`src/rtl/apb_pkg.sv`:
```
// Shared types and parameter defaults for the multi-slave APB master.
package apb_pkg;

  typedef enum logic [1:0] {
    ST_IDLE   = 2'd0,
    ST_SETUP  = 2'd1,
    ST_ACCESS = 2'd2,
    ST_DERR   = 2'd3
  } apb_state_e;

  localparam int          DEF_NUM_SLV   = 11;
  localparam int          DEF_DATA_W    = 32;
  localparam logic [31:0] DEF_BASE_ADDR = 32'h1000_0000;
  localparam int          DEF_SLV_SHIFT = 12;
  localparam int          DEF_TIMEOUT   = 16;
  localparam int          CNT_W         = 16;

  function automatic int idx_width(input int n);
    return (n > 1) ? $clog2(n) : 1;
  endfunction

endpackage

```
`src/rtl/apb_addr_decoder.sv`:
```
// Maps a byte address onto one of NUM_SLV equally sized peripheral regions.
module apb_addr_decoder
  import apb_pkg::*;
#(
  parameter int          NUM_SLV   = DEF_NUM_SLV,
  parameter logic [31:0] BASE_ADDR = DEF_BASE_ADDR,
  parameter int          SLV_SHIFT = DEF_SLV_SHIFT,
  parameter int          IDX_W     = idx_width(NUM_SLV)
) (
  input  logic [31:0]        addr,
  output logic               hit,
  output logic [IDX_W-1:0]   idx,
  output logic [NUM_SLV-1:0] sel
);

  logic [32:0] off;
  logic [31:0] slot;

  // The 33-bit subtract exposes "below base" as a borrow; comparing the
  // region number avoids overflowing the window end near the top of memory.
  always_comb begin
    off  = {1'b0, addr} - {1'b0, BASE_ADDR};
    slot = off[31:0] >> SLV_SHIFT;
    hit  = !off[32] && (slot < 32'(NUM_SLV));
    idx  = slot[IDX_W-1:0];
    for (int i = 0; i < NUM_SLV; i++) begin
      sel[i] = hit && (slot == 32'(i));
    end
  end

endmodule

```
`src/rtl/apb_master_n.sv`:
```
// APB master bridging a simple request strobe to NUM_SLV address-decoded
// peripherals, with ACCESS-phase timeout and decode-error completion.
module apb_master_n
  import apb_pkg::*;
#(
  parameter int          NUM_SLV   = DEF_NUM_SLV,
  parameter int          DATA_W    = DEF_DATA_W,
  parameter logic [31:0] BASE_ADDR = DEF_BASE_ADDR,
  parameter int          SLV_SHIFT = DEF_SLV_SHIFT,
  parameter int          TIMEOUT   = DEF_TIMEOUT
) (
  input  logic                      PCLK,
  input  logic                      PRESET,
  output logic [31:0]               PADDR,
  output logic [DATA_W-1:0]         PWDATA,
  output logic [DATA_W/8-1:0]       PSTRB,
  output logic                      PWRITE,
  output logic                      PENABLE,
  output logic [NUM_SLV-1:0]        PSEL,
  input  logic [NUM_SLV*DATA_W-1:0] PRDATA,
  input  logic [NUM_SLV-1:0]        PREADY,
  input  logic [NUM_SLV-1:0]        PSLVERR,
  input  logic                      transfer,
  input  logic                      write,
  input  logic [31:0]               addr,
  input  logic [DATA_W-1:0]         wdata,
  input  logic [DATA_W/8-1:0]       strb,
  output logic                      busy,
  output logic                      ready,
  output logic [DATA_W-1:0]         rdata,
  output logic                      error,
  output apb_state_e                dbg_state
);

  localparam int IDX_W  = idx_width(NUM_SLV);
  localparam int STRB_W = DATA_W / 8;
  localparam logic [CNT_W-1:0] TO_LAST = CNT_W'(TIMEOUT - 1);

  apb_state_e          state_q, state_d;
  logic [31:0]         addr_q, addr_d;
  logic [DATA_W-1:0]   wdata_q, wdata_d;
  logic [STRB_W-1:0]   strb_q, strb_d;
  logic                write_q, write_d;
  logic [IDX_W-1:0]    idx_q, idx_d;
  logic [NUM_SLV-1:0]  psel_q, psel_d;
  logic                penable_q, penable_d;
  logic                pwrite_q, pwrite_d;
  logic [STRB_W-1:0]   pstrb_q, pstrb_d;
  logic [CNT_W-1:0]    cnt_q, cnt_d;
  logic                ready_q, ready_d;
  logic                error_q, error_d;
  logic [DATA_W-1:0]   rdata_q, rdata_d;

  logic                dec_hit;
  logic [IDX_W-1:0]    dec_idx;
  logic [NUM_SLV-1:0]  dec_sel;
  logic [DATA_W-1:0]   slv_rdata [NUM_SLV];
  logic                timed_out;

  apb_addr_decoder #(
    .NUM_SLV   (NUM_SLV),
    .BASE_ADDR (BASE_ADDR),
    .SLV_SHIFT (SLV_SHIFT),
    .IDX_W     (IDX_W)
  ) u_dec (
    .addr (addr),
    .hit  (dec_hit),
    .idx  (dec_idx),
    .sel  (dec_sel)
  );

  always_comb begin
    for (int i = 0; i < NUM_SLV; i++) begin
      slv_rdata[i] = PRDATA[i*DATA_W +: DATA_W];
    end
  end

  assign timed_out = (TIMEOUT != 0) && (cnt_q == TO_LAST);

  always_comb begin
    state_d   = state_q;
    addr_d    = addr_q;
    wdata_d   = wdata_q;
    strb_d    = strb_q;
    write_d   = write_q;
    idx_d     = idx_q;
    psel_d    = psel_q;
    penable_d = penable_q;
    pwrite_d  = pwrite_q;
    pstrb_d   = pstrb_q;
    cnt_d     = cnt_q;
    ready_d   = 1'b0;
    error_d   = error_q;
    rdata_d   = rdata_q;
    case (state_q)
      ST_IDLE: begin
        if (transfer) begin
          addr_d  = addr;
          wdata_d = wdata;
          strb_d  = strb;
          write_d = write;
          idx_d   = dec_idx;
          if (dec_hit) begin
            state_d  = ST_SETUP;
            psel_d   = dec_sel;
            pwrite_d = write;
            pstrb_d  = write ? strb : '0;
            cnt_d    = '0;
          end else begin
            state_d = ST_DERR;
          end
        end
      end
      ST_SETUP: begin
        state_d   = ST_ACCESS;
        penable_d = 1'b1;
      end
      ST_ACCESS: begin
        // A slave answering on the last allowed cycle still completes normally.
        if (PREADY[idx_q] || timed_out) begin
          state_d   = ST_IDLE;
          psel_d    = '0;
          penable_d = 1'b0;
          pwrite_d  = 1'b0;
          pstrb_d   = '0;
          ready_d   = 1'b1;
          if (PREADY[idx_q]) begin
            error_d = PSLVERR[idx_q];
            rdata_d = write_q ? '0 : slv_rdata[idx_q];
          end else begin
            error_d = 1'b1;
            rdata_d = '0;
          end
        end else begin
          cnt_d = cnt_q + CNT_W'(1);
        end
      end
      ST_DERR: begin
        state_d = ST_IDLE;
        ready_d = 1'b1;
        error_d = 1'b1;
        rdata_d = '0;
      end
      default: state_d = ST_IDLE;
    endcase
  end

  always_ff @(posedge PCLK) begin
    if (PRESET) begin
      state_q   <= ST_IDLE;
      addr_q    <= '0;
      wdata_q   <= '0;
      strb_q    <= '0;
      write_q   <= 1'b0;
      idx_q     <= '0;
      psel_q    <= '0;
      penable_q <= 1'b0;
      pwrite_q  <= 1'b0;
      pstrb_q   <= '0;
      cnt_q     <= '0;
      ready_q   <= 1'b0;
      error_q   <= 1'b0;
      rdata_q   <= '0;
    end else begin
      state_q   <= state_d;
      addr_q    <= addr_d;
      wdata_q   <= wdata_d;
      strb_q    <= strb_d;
      write_q   <= write_d;
      idx_q     <= idx_d;
      psel_q    <= psel_d;
      penable_q <= penable_d;
      pwrite_q  <= pwrite_d;
      pstrb_q   <= pstrb_d;
      cnt_q     <= cnt_d;
      ready_q   <= ready_d;
      error_q   <= error_d;
      rdata_q   <= rdata_d;
    end
  end

  assign PADDR     = addr_q;
  assign PWDATA    = wdata_q;
  assign PSTRB     = pstrb_q;
  assign PWRITE    = pwrite_q;
  assign PENABLE   = penable_q;
  assign PSEL      = psel_q;
  assign busy      = (state_q != ST_IDLE);
  assign ready     = ready_q;
  assign error     = error_q;
  assign rdata     = rdata_q;
  assign dbg_state = state_q;

endmodule

```
`config.mk`:
```
export PLATFORM = sky130hd
export DESIGN_NAME = apb_master_n
export DESIGN_NICKNAME = d
export VERILOG_FILES = /design/src/rtl/apb_pkg.sv /design/src/rtl/apb_addr_decoder.sv /design/src/rtl/apb_master_n.sv
export SDC_FILE = /design/constraint.sdc
export NUM_CORES = 1
export LEC_CHECK = 0
export CAP_MARGIN = 0
export CORE_AREA = 4 4 217 219
export CTS_BUF_LIST = sky130_fd_sc_hd__clkbuf_4 sky130_fd_sc_hd__clkbuf_8
export CTS_CLUSTER_SIZE = 12
export DETAILED_ROUTE_END_ITERATION = 7
export DIE_AREA = 0 0 221 223
export PLACE_DENSITY_LB_ADDON = 0.25
export SYNTH_ARGS = -nofsm -noshare
export SYNTH_HDL_FRONTEND = slang
export SYNTH_HIERARCHICAL = 1
export SYNTH_SLANG_ARGS = --single-unit
```
`constraint.sdc`:
```
create_clock -name PCLK -period 5.9 [get_ports PCLK]
set_input_delay 1.18 -clock PCLK [delete_from_list [all_inputs] [get_ports PCLK]]
set_output_delay 1.18 -clock PCLK [all_outputs]
set_load 0.02 [all_outputs]
```
==> results of run 1 <==
==> power groups by stage <==
stage / logic [uW] / clock network, uW / registers (uW)
2_1_floorplan: 371 / 0 / 1090
3_3_place_gp: 920 / 0 / 1070
6_report: 913 / 810 / 1050
4_1_cts: 927 / 857 / 1050
5_1_grt: 978 / 886 / 1050
3_5_place_dp: 921 / 0 / 1070
==> synthesized netlist by cell type (9+ instances only) <==
library cell	number	area (um^2)
a21oi_1	107	536
nand3_1	9	45.0
buf_2	12	60.1
buf_1	13	48.8
mux4_2	66	1490
mux2i_1	67	671
o22ai_1	34	213
buf_4	11	82.6
a22o_1	44	385
nor2_1	48	180
dfxtp_1	138	2760
clkbuf_1	44	165
nand2_1	151	567
nor3_1	9	45.0
==> cell type report <==
type	instances	share of cell area [%]
timing repair buffer	573	39.2
antenna	1	0.0172
sequential	138	19.0
tap	600	5.15
clock buffer	18	1.70
inverter	5	0.129
clock inverter	14	1.03
multi-input combinational	632	33.7
==> critical path, stage by stage <==
cell             delay, ps
clkdlybuf4s50_1        520
mux2_4                 310
a32oi_1                210
nand4_1                290
o21a_1                 330
nor2_4                 690
a22o_1                 270
==> through the flow <==
step	hold slack [ps]	setup slack [ps]
floorplan	437	2860
global placement	441	2000
detailed placement	448	1910
CTS	458	2420
global route	476	2300
finish	457	2450
==> per-layer routing <==
metal	vias up	share of wire, %	wire, um	global-route usage [%]
met5	-	0.025	11	0
met2	367	50	21700	29.1
met1	4279	41	18000	20.3
met3	14	8.0	3510	6.07
li1	4229	-	-	-
met4	2	0.85	369	2.74
==> cell families after synthesis <==
family          count (synthesis)
compound gates                221
fa+ha+maj                       1
simple gates                  270
buf+inv                        87
flops                         138
mux                           137
xor+xnor                        3
==> state kept, by name, indices dropped and copies added (netlist names) <==
name       cells
dbg_state      2
PSEL          11
idx_q          4
write_q        1
ready          1
PSTRB          4
PENABLE        1
PWDATA        32
cnt_q         16
PWRITE         1
rdata         32
error          1
PADDR         32
==> final timing paths <==
kind | slack [ps] | end | cells after the start | from
max | 2450 | rdata[21] | 7 | PREADY[8]
max reg2reg | 2740 | rdata[21] | 7 | idx_q[1]
min | 460 | PADDR[27] | 2 | PADDR[27]
min reg2reg | 460 | PADDR[27] | 2 | PADDR[27]
==> key figures, run 1 <==
Floorplanning
  • Chip height: 223 um
  • Core Area: 0.0451 mm^2
  • Starting density of the core: 17.9%
  • Die W: 221 um
  • Die ar.: 0.0493 mm^2
  • Row Count: 78
  • Top Ports: 564

Yosys
  • Synth Area in Simple Gates: 15.3%
  • Syn Inst Count: 857
  • Synth Net Count: 1304
  • EDFF count, synth: 0
  • FF+latch count, synth: 138
  • Mapped Area: 0.00806 mm^2
  • Synth Area per Inst: 9.41 um^2
  • XOR/XNOR Fraction of Synth Area: 0.326%
  • Synth Flop Type: dfxtp_1
  • Post-synthesis async set-or-reset flop share: 0%
  • Largest family of logic cells by synthesized area: multiplexers
  • Compound-Gate Fraction of Synth Area: 17.6%
  • Proportion of synthesized area in mux cells: 27.4%
  • Distinct cells, synth: 55
  • Adder-Cell Fraction of Synth Area: 0.155%
  • Sequential area share after synthesis: 34.3%
  • YS warnings: 6

Finish
  • Area grow syn2layout: 80.9%
  • Design area: 0.0146 mm^2
  • Commonest non-fill, non-tap cells in the layout: clkdlybuf4s50_1 (562), nand2_1 (150), dfxtp_1 (134)
  • Share of cells above drive strength 1: 9.57%
  • Register Area: 0.00278 mm^2
  • Multi-input logic area: 0.00492 mm^2
  • Layout Utilization: 32.3%
  • Fillcell total: 4732
  • Final net count: 1814
  • Most common cell after layout, fill and taps aside: clkdlybuf4s50_1
  • Final Non-Filler Cells: 1981

Timing
  • Worst-Margin Slew: 915 ps
  • Rel. slew slack: 38.8%
  • Slew Limit Fails: 0
  • Fmax: 290 MHz
  • Setup violators final: 0
  • Fin crit share: 58.4%
  • Unrepaired setup endpoints after global routing: false
  • Fin Clk Skew: 18.9 ps
  • Clock period minus worst slack: 3450 ps
  • Setup TNS: 0 ps
  • Final Hold Viols: 0

Clock network
  • Hold Buf Count CTS: 0
  • CTS Buf Count: 17
  • Clock latency on the worst-skew pair: 480 ps
  • Clock-pin slew on the worst setup and hold paths: 80 ps
  • CTS sink count: 138
  • CTS H-tree depth: 4
  • Clk Tree Root Cell: clkbuf_8
  • Post-CTS setup buffers: 0
  • Post_cts resized: 0
  • CTS max path bufs: 2
  • Clock tree from TritonCTS: done

Power and ir drop
  • Max rail drop VDD: 0.239 mV
  • Pint: 1870 uW
  • Clock share of power: 29.3%
  • Combinational Power Share: 33.0%
  • Power Dens Cells: 190 mW/mm^2
  • Tot Pwr: 2770 uW
  • Switching Fraction: 32.5%
  • Leakage: 0.00493 uW
  • Psw: 900 uW
  • Flop pwr share: 37.8%

Job
  • Max-cap viol count: 0

Route
  • Vias post-DR: 8891
  • Initial DRT Pass Iterations: 4
  • Total wire length: 43600 um
  • DRC violations left: 0
  • Wire per inst: 22.0 um
  • Routed vias/inst: 4.49
  • 1st-iter DRT viols: 505
  • Final ANT Viol Nets: 0

Global routing
  • Largest net degree at the start of global routing: 72
  • Number of global-route vias before repair: 9065
  • First-pass GRT wire length: 62400 um
  • Final global-route overflow total: 0
  • Initial antenna violation count: 3
  • Total GRT Usage: 16.7%

Placed design
  • RD Place Congestion: 0.899
  • Detailed placer's ending HPWL: 35100 um
  • Placed Cells: 1948
  • I/O Buffers: 563
  • Placed cell area: 0.0142 mm^2

Run status
  • Status: finished clean

Worst setup path
  • Required time worst endpoint: 6310 ps
  • Critical path endpoint category: flip-flop
  • Arrival @ worst endpoint: 3850 ps
  • WS Path Type: in -> reg
  • Worst Setup Start Kind: primary input
  • Crit path max fanout: 32

Hold path
  • HP Class: reg -> reg
Power figures use the tool's default switching activity.
==> inputs of run 2 (changes only) <==
--- a/config.mk
+++ b/config.mk
@@ -6,11 +6,11 @@
 export NUM_CORES = 1
 export LEC_CHECK = 0
 export CAP_MARGIN = 0
-export CORE_AREA = 4 4 217 219
+export CORE_AREA = 4 4 216 218
 export CTS_BUF_LIST = sky130_fd_sc_hd__clkbuf_4 sky130_fd_sc_hd__clkbuf_8
 export CTS_CLUSTER_SIZE = 12
 export DETAILED_ROUTE_END_ITERATION = 7
-export DIE_AREA = 0 0 221 223
+export DIE_AREA = 0 0 220 222
 export PLACE_DENSITY_LB_ADDON = 0.25
 export SYNTH_ARGS = -nofsm -noshare
 export SYNTH_HDL_FRONTEND = slang
==> constraint.sdc (replaced) <==
create_clock -name PCLK -period 2.9 [get_ports PCLK]
set_input_delay 0.58 -clock PCLK [delete_from_list [all_inputs] [get_ports PCLK]]
set_output_delay 0.58 -clock PCLK [all_outputs]
set_load 0.02 [all_outputs]
==> key figures, run 2 (synthesized netlist as in run 1, its figures left out) <==
Run status
  • Status: finished clean

Placed design
  • I/O Buffers: 563
  • Placed cell area: 0.0146 mm^2
  • Placed Cells: 1986
  • RD Place Congestion: 0.877
  • Detailed placer's ending HPWL: 36600 um

Power and ir drop
  • Flop pwr share: 36.9%
  • Power Dens Cells: 380 mW/mm^2
  • Combinational Power Share: 35.1%
  • Max rail drop VDD: 0.400 mV
  • Psw: 1890 uW
  • Leakage: 0.00514 uW
  • Clock share of power: 28.0%
  • Switching Fraction: 33.3%
  • Pint: 3780 uW

Route
  • Routed vias/inst: 4.51
  • Vias post-DR: 9109
  • DRC violations left: 0
  • Wire per inst: 22.4 um
  • Met2 Wirelength: 21500 um
  • Top layer in use: met5
  • Initial DRT Pass Iterations: 5
  • 1st-iter DRT viols: 452
  • WL met3: 4450 um
  • M1 wire length: 17900 um
  • Final ANT Viol Nets: 0
  • Total wire length: 45200 um

Clock network
  • CTS Buf Count: 17
  • Clock-pin slew on the worst setup and hold paths: 90 ps
  • Clock latency on the worst-skew pair: 480 ps
  • Post-CTS setup buffers: 0
  • Clock tree from TritonCTS: done
  • CTS max path bufs: 2
  • Post_cts resized: 0
  • Hold Buf Count CTS: 0
  • Clk Tree Root Cell: clkbuf_8
  • CTS sink count: 138
  • CTS H-tree depth: 4

Timing
  • Rel. slew slack: 54.2%
  • Fin Clk Skew: 15.7 ps
  • Unrepaired setup endpoints after global routing: false
  • Setup violators final: 0
  • Fin crit share: 89.8%
  • Clock period minus worst slack: 2600 ps
  • Fmax: 384 MHz
  • Final Hold Viols: 0
  • Worst-Margin Slew: 687 ps
  • Slew Limit Fails: 0

Worst setup path
  • Worst Setup Start Kind: primary input
  • Required time worst endpoint: 3250 ps
  • Arrival @ worst endpoint: 2950 ps
  • Crit-path slowest cell: clkdlybuf4s50_1
  • Worst-path cell chain: clkdlybuf4s50_1 -> nor4_2 -> buf_4 -> nand3_1 -> nor2_1 -> buf_4 -> a21oi_1 -> or2_2 -> buf_4 -> o311ai_0 -> o31ai_1
  • Crit path max fanout: 6
  • WS Path Type: in -> reg
  • Critical path endpoint category: flip-flop
  • Slowest stage delay, CP: 440 ps
  • CP dominant cell by count: buf_4

Floorplanning
  • Top Ports: 564
  • Row Count: 78
  • Core Area: 0.0449 mm^2
  • Die W: 220 um
  • Chip height: 222 um
  • Die ar.: 0.0488 mm^2
  • Starting density of the core: 18.0%

Finish
  • Area grow syn2layout: 85.3%
  • Final Non-Filler Cells: 2019
  • Design area: 0.0149 mm^2
  • Layout Utilization: 33.3%
  • Fillcell total: 4647
  • Share of cells above drive strength 1: 12.0%
  • Most common cell after layout, fill and taps aside: clkdlybuf4s50_1
  • Commonest non-fill, non-tap cells in the layout: clkdlybuf4s50_1 (562), nand2_1 (150), dfxtp_1 (134)
  • Final net count: 1852

Global routing
  • Largest net degree at the start of global routing: 70
  • Final global-route overflow total: 0
  • First-pass GRT wire length: 63300 um
  • Total GRT Usage: 17.5%
  • Initial antenna violation count: 3
  • Number of global-route vias before repair: 9590

Hold path
  • HP Class: reg -> reg

Job
  • Max-cap viol count: 0
==> run 2: cell count changes in the layout (fill, tap and decap cells not counted) <==
cell,before,now
clkinvlp_4,3,1
inv_8,4,3
bufinv_16,1,0
clkinv_2,0,1
buf_12,1,8
clkinv_4,2,4
clkinv_8,0,1
buf_4,9,40
==> run 2: stage by stage <==
stage	setup slack (ps)	TNS, ps	hold WS [ps]	power (uW)
final	296	0	457	5670
after global routing	182	0	429	6000
after CTS	295	0	415	5790
after detailed placement	-248	-3610	446	4140
after global placement	-257	-3480	442	4130
after floorplan	462	0	437	2970
==> run 2: worst max-delay path, delay by kind of cell <==
family                 cells  cell delay, ps
AND/OR/NAND/NOR            4             940
AO/OA/AOI/OAI              3             520
buffers and inverters      4             910
==> run 2: per-layer routing <==
metal / vias to the layer above / GRT usage [%]
met4: 4 / 6.24
met2: 409 / 29.4
met1: 4345 / 20.3
li1: 4301 / -
met3: 50 / 6.65
met5: - / 0
==> run 2: power by group through the flow <==
stage / clock [uW] / combinational (uW) / sequential [uW]
after detailed placement: 0 / 2000 / 2140
after floorplan: 0 / 755 / 2210
after global routing: 1760 / 2130 / 2110
after global placement: 0 / 1990 / 2140
after CTS: 1680 / 2010 / 2100
final: 1590 / 1990 / 2100
==> run 2: layout make-up <==
type	instances	area, um^2	share of cell area, %
multi-input combinational	632	4920	32.9
clock buffer	18	248	1.66
tap	600	751	5.02
sequential	138	2780	18.6
clock inverter	14	133	0.888
antenna	1	2.50	0.0167
timing repair buffer	611	6090	40.8
inverter	5	18.8	0.126
==> run 2: final timing paths <==
path | slack, ps | endpoint | depth (start not counted) | startpoint
worst max-delay path | 300 | cnt_q[4] | 11 | addr[31]
worst min-delay path | 460 | PADDR[0] | 2 | PADDR[0]
worst max register to register | 520 | rdata[2] | 6 | idx_q[0]
worst min register to register | 460 | PADDR[0] | 2 | PADDR[0]
